==> config.mk <==
export PLATFORM = sky130hd
export DESIGN_NAME = range_stat_gen
export DESIGN_NICKNAME = d
export VERILOG_FILES = /design/src/rtl/bn_pkg.sv /design/src/rtl/range_scale_sat.sv /design/src/rtl/range_stat_gen.sv
export SDC_FILE = /design/constraint.sdc
export NUM_CORES = 1
export LEC_CHECK = 0
export ABC_CLOCK_PERIOD_IN_PS = 15800
export CORE_ASPECT_RATIO = 1.5
export CORE_UTILIZATION = 35
export CTS_CLUSTER_DIAMETER = 150
export DETAILED_ROUTE_END_ITERATION = 10
export GPL_TIMING_DRIVEN = 0
export HOLD_SLACK_MARGIN = 0.15
export SLEW_MARGIN = 0
export SYNTH_ARGS = -nofsm -noshare
export SYNTH_HDL_FRONTEND = slang
export SYNTH_HIERARCHICAL = 1
export SYNTH_SLANG_ARGS = --single-unit
==> constraint.sdc <==
create_clock -name clk -period 15.8 [get_ports clk]
set_input_delay 4.74 -clock clk [delete_from_list [all_inputs] [get_ports clk]]
set_output_delay 4.74 -clock clk [all_outputs]
set_load 0.005 [all_outputs]
==> src/rtl/bn_pkg.sv <==
// Shared batch-norm statistics definitions: default widths, Range-BN scale constant
// and the accumulate/compute state encoding.
package bn_pkg;

  localparam int BN_DATA_WIDTH  = 16;
  localparam int BN_MINI_BATCH  = 64;
  localparam int BN_SCALE_WIDTH = 8;
  localparam int BN_FRAC_BITS   = 8;
  localparam int BN_RANGE_SCALE = 44;

  // Downstream divides by the std-dev estimate, so it never drops below this.
  localparam int STD_MIN = 1;

  typedef enum logic [1:0] {
    IDLE    = 2'd0,
    ACCUM   = 2'd1,
    COMPUTE = 2'd2,
    SCALE   = 2'd3
  } state_t;

endpackage

==> src/rtl/range_scale_sat.sv <==
// Range-BN sigma estimate: (range * C(n)) >> FRAC_BITS, saturated to the signed
// positive maximum and clamped to STD_MIN. Purely combinational.
module range_scale_sat
  import bn_pkg::*;
#(
  parameter int DATA_WIDTH  = BN_DATA_WIDTH,
  parameter int SCALE_WIDTH = BN_SCALE_WIDTH,
  parameter int FRAC_BITS   = BN_FRAC_BITS
) (
  input  logic        [DATA_WIDTH-1:0]  range_val,
  input  logic        [SCALE_WIDTH-1:0] scale,
  output logic signed [DATA_WIDTH-1:0]  sigma
);

  localparam int PROD_W = DATA_WIDTH + SCALE_WIDTH;

  logic [PROD_W-1:0] prod;

  function automatic logic signed [DATA_WIDTH-1:0] sat_clamp(input logic [PROD_W-1:0] v);
    logic [PROD_W-1:0] pos_max;
    pos_max = PROD_W'({1'b0, {(DATA_WIDTH-1){1'b1}}});
    if (v > pos_max)
      return {1'b0, {(DATA_WIDTH-1){1'b1}}};
    else if (v < PROD_W'(STD_MIN))
      return DATA_WIDTH'(STD_MIN);
    else
      return v[DATA_WIDTH-1:0];
  endfunction

  assign prod  = PROD_W'(range_val) * PROD_W'(scale);
  assign sigma = sat_clamp(prod >> FRAC_BITS);

endmodule

==> src/rtl/range_stat_gen.sv <==
// Per-channel mini-batch statistics: accumulates MINI_BATCH signed samples and emits
// the floor mean plus a range-based std-dev estimate with a one-cycle valid pulse.
module range_stat_gen
  import bn_pkg::*;
#(
  parameter int DATA_WIDTH  = BN_DATA_WIDTH,
  parameter int MINI_BATCH  = BN_MINI_BATCH,
  parameter int ADDR_WIDTH  = $clog2(MINI_BATCH),
  parameter int SCALE_WIDTH = BN_SCALE_WIDTH,
  parameter int FRAC_BITS   = BN_FRAC_BITS,
  parameter int RANGE_SCALE = BN_RANGE_SCALE
) (
  input  logic                         clk,
  input  logic                         rst,
  input  logic                         clear_in,
  input  logic                         data_valid_in,
  input  logic signed [DATA_WIDTH-1:0] data_in,
  output logic                         data_ready_out,
  output logic                         stats_valid_out,
  output logic signed [DATA_WIDTH-1:0] g_avg_out,
  output logic signed [DATA_WIDTH-1:0] g_stan_dev_out
);

  localparam int SUM_W = DATA_WIDTH + ADDR_WIDTH;
  localparam logic [ADDR_WIDTH-1:0]        LAST_CNT = ADDR_WIDTH'(MINI_BATCH - 1);
  localparam logic signed [DATA_WIDTH-1:0] S_MAX    = {1'b0, {(DATA_WIDTH-1){1'b1}}};
  localparam logic signed [DATA_WIDTH-1:0] S_MIN    = {1'b1, {(DATA_WIDTH-1){1'b0}}};

  if (MINI_BATCH < 2 || (MINI_BATCH & (MINI_BATCH - 1)) != 0) begin : g_bad_batch
    $error("range_stat_gen: MINI_BATCH must be a power of two >= 2");
  end

  state_t state, state_nxt;

  logic [ADDR_WIDTH-1:0]        count;
  logic signed [SUM_W-1:0]      sum_val;
  logic signed [DATA_WIDTH-1:0] max_val, min_val;
  logic                         accept, last;

  logic signed [DATA_WIDTH-1:0] avg_c, std_c;
  logic        [DATA_WIDTH-1:0] range_c;
  logic signed [DATA_WIDTH-1:0] avg_p1, std_p1;
  logic signed [DATA_WIDTH-1:0] avg_hold, std_hold;
  logic                         vld_p1;

  assign accept = data_valid_in && data_ready_out && !clear_in;
  assign last   = accept && (count == LAST_CNT);

  always_ff @(posedge clk) begin
    if (rst) begin
      state          <= IDLE;
      data_ready_out <= 1'b1;
    end else begin
      state          <= state_nxt;
      data_ready_out <= (state_nxt == IDLE) || (state_nxt == ACCUM);
    end
  end

  always_comb begin
    state_nxt = state;
    if (clear_in) begin
      state_nxt = IDLE;
    end else begin
      case (state)
        IDLE:    if (accept) state_nxt = last ? COMPUTE : ACCUM;
        ACCUM:   if (last) state_nxt = COMPUTE;
        COMPUTE: state_nxt = SCALE;
        SCALE:   state_nxt = IDLE;
        default: state_nxt = IDLE;
      endcase
    end
  end

  // Accumulation stage: counter, running sum, extrema.
  always_ff @(posedge clk) begin
    if (rst || clear_in || state == SCALE) begin
      count   <= '0;
      sum_val <= '0;
      max_val <= S_MIN;
      min_val <= S_MAX;
    end else if (accept) begin
      count   <= last ? '0 : count + 1'b1;
      sum_val <= sum_val + SUM_W'(data_in);
      if (data_in > max_val) max_val <= data_in;
      if (data_in < min_val) min_val <= data_in;
    end
  end

  assign avg_c   = DATA_WIDTH'(sum_val >>> ADDR_WIDTH);
  assign range_c = max_val - min_val;

  range_scale_sat #(
    .DATA_WIDTH (DATA_WIDTH),
    .SCALE_WIDTH(SCALE_WIDTH),
    .FRAC_BITS  (FRAC_BITS)
  ) u_scale (
    .range_val(range_c),
    .scale    (SCALE_WIDTH'(RANGE_SCALE)),
    .sigma    (std_c)
  );

  // Compute stage (p1): results registered at the end of COMPUTE, committed to the
  // held outputs at the end of SCALE unless that cycle was cleared.
  always_ff @(posedge clk) begin
    if (rst) begin
      avg_p1   <= '0;
      std_p1   <= '0;
      avg_hold <= '0;
      std_hold <= '0;
    end else begin
      if (state == COMPUTE) begin
        avg_p1 <= avg_c;
        std_p1 <= std_c;
      end
      if (state == SCALE && !clear_in) begin
        avg_hold <= avg_p1;
        std_hold <= std_p1;
      end
    end
  end

  assign vld_p1 = (state == SCALE);

  always_comb begin
    stats_valid_out = vld_p1 && !clear_in;
    g_avg_out       = stats_valid_out ? avg_p1 : avg_hold;
    g_stan_dev_out  = stats_valid_out ? std_p1 : std_hold;
  end

endmodule

==> results, run 1 <==
- The flow ran to the end, and the final reports show no timing, DRC or antenna violations.
- The congestion estimate from routability-driven global placement came to roughly 0.9.
- Setup repair after global routing left no endpoint under its margin.
- The number of design rule violations left after detail routing is 0.
- The cell taking the most area after synthesis is sky130_fd_sc_hd__dfxtp_1.
- The kind of start point of the critical path is a primary input.
- The register bit count reported by yosys is roughly 130.
- Before antenna repair, the detailed router went through 4 iterations.
- In this run the tightest slew margin relative to its limit is 0.162.
- For this run, the total global-route usage over all layers was measured as 0.192.
- Detailed placement ended at an HPWL of ~25,000 um.
- The number of global-route vias before repair is ~10,000.
- For this run, the top clock speed supported by timing is approximately 84 MHz.
- The root buffer selected by CTS is sky130_fd_sc_hd__clkbuf_16.
- The total number of yosys warnings is 6.
- The critical path data required time is between 10,000 and 15,000 ps.
- After the last flow step, the layout net total stands at around 1,800.
- For the pin with the worst max-slew slack, the measured transition is approximately 1300 ps.
- Counting flops with an async set or reset pin after synthesis yields a share of 0.
- The final wirelength is 30,500 um.
- For this configuration, the core starts out at a cell density of 0.357.
- Counting flops with a built-in enable in the synthesized netlist gives 0.
- 0 antenna diodes ended up in the layout.
- The number of fill cells is 3,348.
- The number of cell rows is 81.
- The die covers 34,200 sq um.
- The mean post-synth cell area is 8.01 sq um.
- The non-filler instance count after layout is about 2,000.
- Entering global routing, the biggest net connects 17 pins.
- After clock tree synthesis, the clock-pin slew on the worst setup and hold paths is ~60 ps.
- In this run the vertical extent of the chip is 226 um.
- The worst-case IR drop observed on VDD is a little over 0.00008 V.
- In the finished design, the share of the clock period the worst path needs comes to 0.750.
- The number of failing hold endpoints at the final stage was 0.
- In the final routed layout, each cell accounts on average for approximately 15 um.
- The basic-gate share of the synthesized area counting and, or, nand and nor cells is 0.249.
- STA classifies the critical path endpoint as a primary output.
- From left edge to right edge, the die measures around 150 um.
- Of the total synthesized cell area, the portion taken by XOR and XNOR cells is 0.0255.
- The fraction of the mapped netlist area in compound gates came to 0.152.
- After synthesis, the cell types taking the most area are sky130_fd_sc_hd__dfxtp_1 22%, sky130_fd_sc_hd__fa_1 15%, sky130_fd_sc_hd__ha_1 12%.
- Among all flip-flop cells after synthesis, the most frequent one is sky130_fd_sc_hd__dfxtp_1.
- The area of the core is between 30,000 and 40,000 sq um.
- Counting along the longest clock path gives a buffer depth of 2.
- The number of gates resized after CTS is 0.
- For this design the static power due to leakage is between 6 and 7 nW.
- The share of post-route cells with drive strength above 1 is 0.0463.
- The total of buffers placed on input and output ports is 53.
- The clock sink count is 127.
- The number of maximum-capacitance constraint violations is 0.
- In this run the remaining antenna-violating nets after routing total 0.
- The DRC marker count from the first detailed-route iteration is around 310.
- The total placed cells including tap cells is 1,980.
- The worst setup path is of the primary input to primary output kind.
- The first global-routing pass estimated around 50,000 um of wire.
- The area of the mapped netlist is 11,700 sq um.
- The distinct cell type count after synthesis is 85.
- The summed negative setup slack over all endpoints is 0 ps.
- The gate count after technology mapping is around 1,500.
- The number of buffers inserted by post-CTS setup repair is 0.
- The sequential fraction of the synthesis area is 0.217.
- The clock tree from TritonCTS is built.
- The synthesis-to-layout area growth is 15.9%.
- By area, the combinational part of the netlist is dominated by adder cells.
- Across the routed clock network, the largest skew measured is between 8 and 9 ps.
- Data arrives at the worst endpoint at just over 7000 ps.
- The post-synthesis mux area share is 0.0209.
- The number of max-slew violations in the final report is 0.
- The detailed router placed about 10,000 vias in this run.
- CTS built an H-tree with a depth of 4.
- Of the total synthesized cell area, the portion taken by full adders, half adders and majority gates is 0.262.
- The count of pins on the block boundary is 54.
- The clock latency at the later pin of the worst-skew pair is 440 ps.
- Setup violations remaining at the end of the flow were counted as 0.
- Dividing the detail-routed via count by the number of cells gives a little under 5.
- In this run the worst path has a maximum fanout of 10.
- The post-route minimum period is between 10,000 and 15,000 ps.
- Of the post-synthesis cell area, the dominant cell type holds 0.217.
- The number of antenna violations at the first check in global routing was 0.
- Buffers inserted during clock tree synthesis total 17.
- Global routing finished with a remaining overflow of 0.
- The path class of the tightest hold or removal check is flop to flop.
- The number of hold buffers added after CTS was 0.
- For this design the ratio of total power to cell area is 69.9 nW/um^2.
## metrics by stage
stage                      util  instance area, sq um  worst slack (ps)  hold WS [ps]  total power [mW]
after floorplan               -                 11900              5500           436             0.486
after global routing      0.414                 13600              3820           475             0.998
after detailed placement  0.395                 12900              3920           448             0.543
after global placement    0.395                 12900              3900           444             0.541
after CTS                 0.414                 13600              3910           457             0.954
final                     0.414                 13600              3950           454             0.947
## sequential cells by signal, indices dropped and copies added, names as in the netlist
| name | flops |
|---|---|
| sum_val | 22 |
| avg_hold | 16 |
| avg_p1 | 16 |
| max_val | 16 |
| min_val | 16 |
| std_hold | 16 |
| std_p1 | 16 |
| count | 6 |
| state | 2 |
| data_ready_out | 1 |
## layout by cell type (no fill, tap or decap), drive strengths merged, types with 15 or more instances in the layout
cell type / Yosys / layout
nand2: 255 / 255
a21oi: 99 / 99
nand3: 40 / 40
mux2i: 22 / 22
ha: 109 / 109
and2: 111 / 111
nor2: 80 / 80
xor2: 15 / 15
nor2b: 37 / 37
xnor2: 19 / 19
inv: 152 / 155
dfxtp: 127 / 127
conb: 3 / 56
clkdlybuf4s50: 0 / 53
a21o: 20 / 20
o21ai: 52 / 52
fa: 85 / 85
nor3: 18 / 18
clkbuf: 40 / 57
## kinds of logic (layout without fill, tap and decap cells)
family,Yosys count,count (layout)
XOR/XNOR,34,34
flip-flops,127,127
multiplexers,23,23
other,3,56
buffers and inverters,207,292
AND/OR/NAND/NOR,601,601
AO/OA/AOI/OAI,270,270
adder cells (fa/ha/maj),194,194
## cells in the mapped netlist, drive strengths merged, types with 7 or more instances
| cell | number |
|---|---|
| a211o | 7 |
| a211oi | 12 |
| a21o | 20 |
| a21oi | 99 |
| a31oi | 10 |
| and2 | 111 |
| and3 | 9 |
| buf | 14 |
| clkbuf | 40 |
| dfxtp | 127 |
| fa | 85 |
| ha | 109 |
| inv | 152 |
| mux2i | 22 |
| nand2 | 255 |
| nand2b | 9 |
| nand3 | 40 |
| nand4 | 13 |
| nor2 | 80 |
| nor2b | 37 |
| nor3 | 18 |
| o211ai | 10 |
| o21a | 13 |
| o21ai | 52 |
| o21bai | 8 |
| or3 | 9 |
| xnor2 | 19 |
| xor2 | 15 |
## final timing paths
kind / depth (start not counted) / slack, ps / endpoint / from
max: 7 / 3950 / g_avg_out[1] / clear_in
min: 2 / 450 / std_p1[3] / std_p1[3]
min reg2reg: 2 / 450 / std_p1[3] / std_p1[3]
max reg2reg: 28 / 8610 / std_p1[0] / min_val[1]
## layer usage
layer,global-route usage,routed length (um)
met5,0,0
met4,0.0865,1080
met3,0.0226,736
met2,0.370,16700
met1,0.203,12000
## worst max-delay path: stages
cell,delay [ps]
sky130_fd_sc_hd__clkdlybuf4s50_1,570
sky130_fd_sc_hd__nand3b_1,390
sky130_fd_sc_hd__inv_1,250
sky130_fd_sc_hd__clkbuf_1,400
sky130_fd_sc_hd__nand2_1,110
sky130_fd_sc_hd__nand2_1,130
sky130_fd_sc_hd__clkdlybuf4s50_1,520
## power by group
part | switching (mW) | internal [mW]
clock | 0.160 | 0.250
combinational | 0.129 | 0.0812
sequential | 0.00345 | 0.324
total | 0.292 | 0.655
## layout make-up
type                            instances  area (sq um)  share of cell area
Buffer                                 55           273              0.0201
Timing Repair Buffer                   53           531              0.0391
Inverter                              152           571              0.0421
Clock buffer                           17           425              0.0314
Clock inverter                         15           188              0.0138
Multi-Input combinational cell       1178          8500               0.627
Tap cell                              415           519              0.0383
Sequential cell                       127          2540               0.188
No activity file was read; power rests on OpenSTA's default activity.
==> run 2: changes to the inputs <==
Settings changed: ABC_CLOCK_PERIOD_IN_PS 15800 to 10500.
Clock period 15.8 ns to 10.5 ns, I/O delays scaled along.
==> results of run 2 <==
The final DEF is identical to that of run 1. Status: finished, final reports clean.
Main changes from that run: setup slack after placement 3920 ps -> 1800 ps; setup slack after layout 3950 ps -> 1830 ps; register-to-register setup slack 8610 ps -> 3310 ps; total power 0.947 mW -> 1.43 mW; worst IR drop on VDD 0.0000808 V -> 0.000122 V
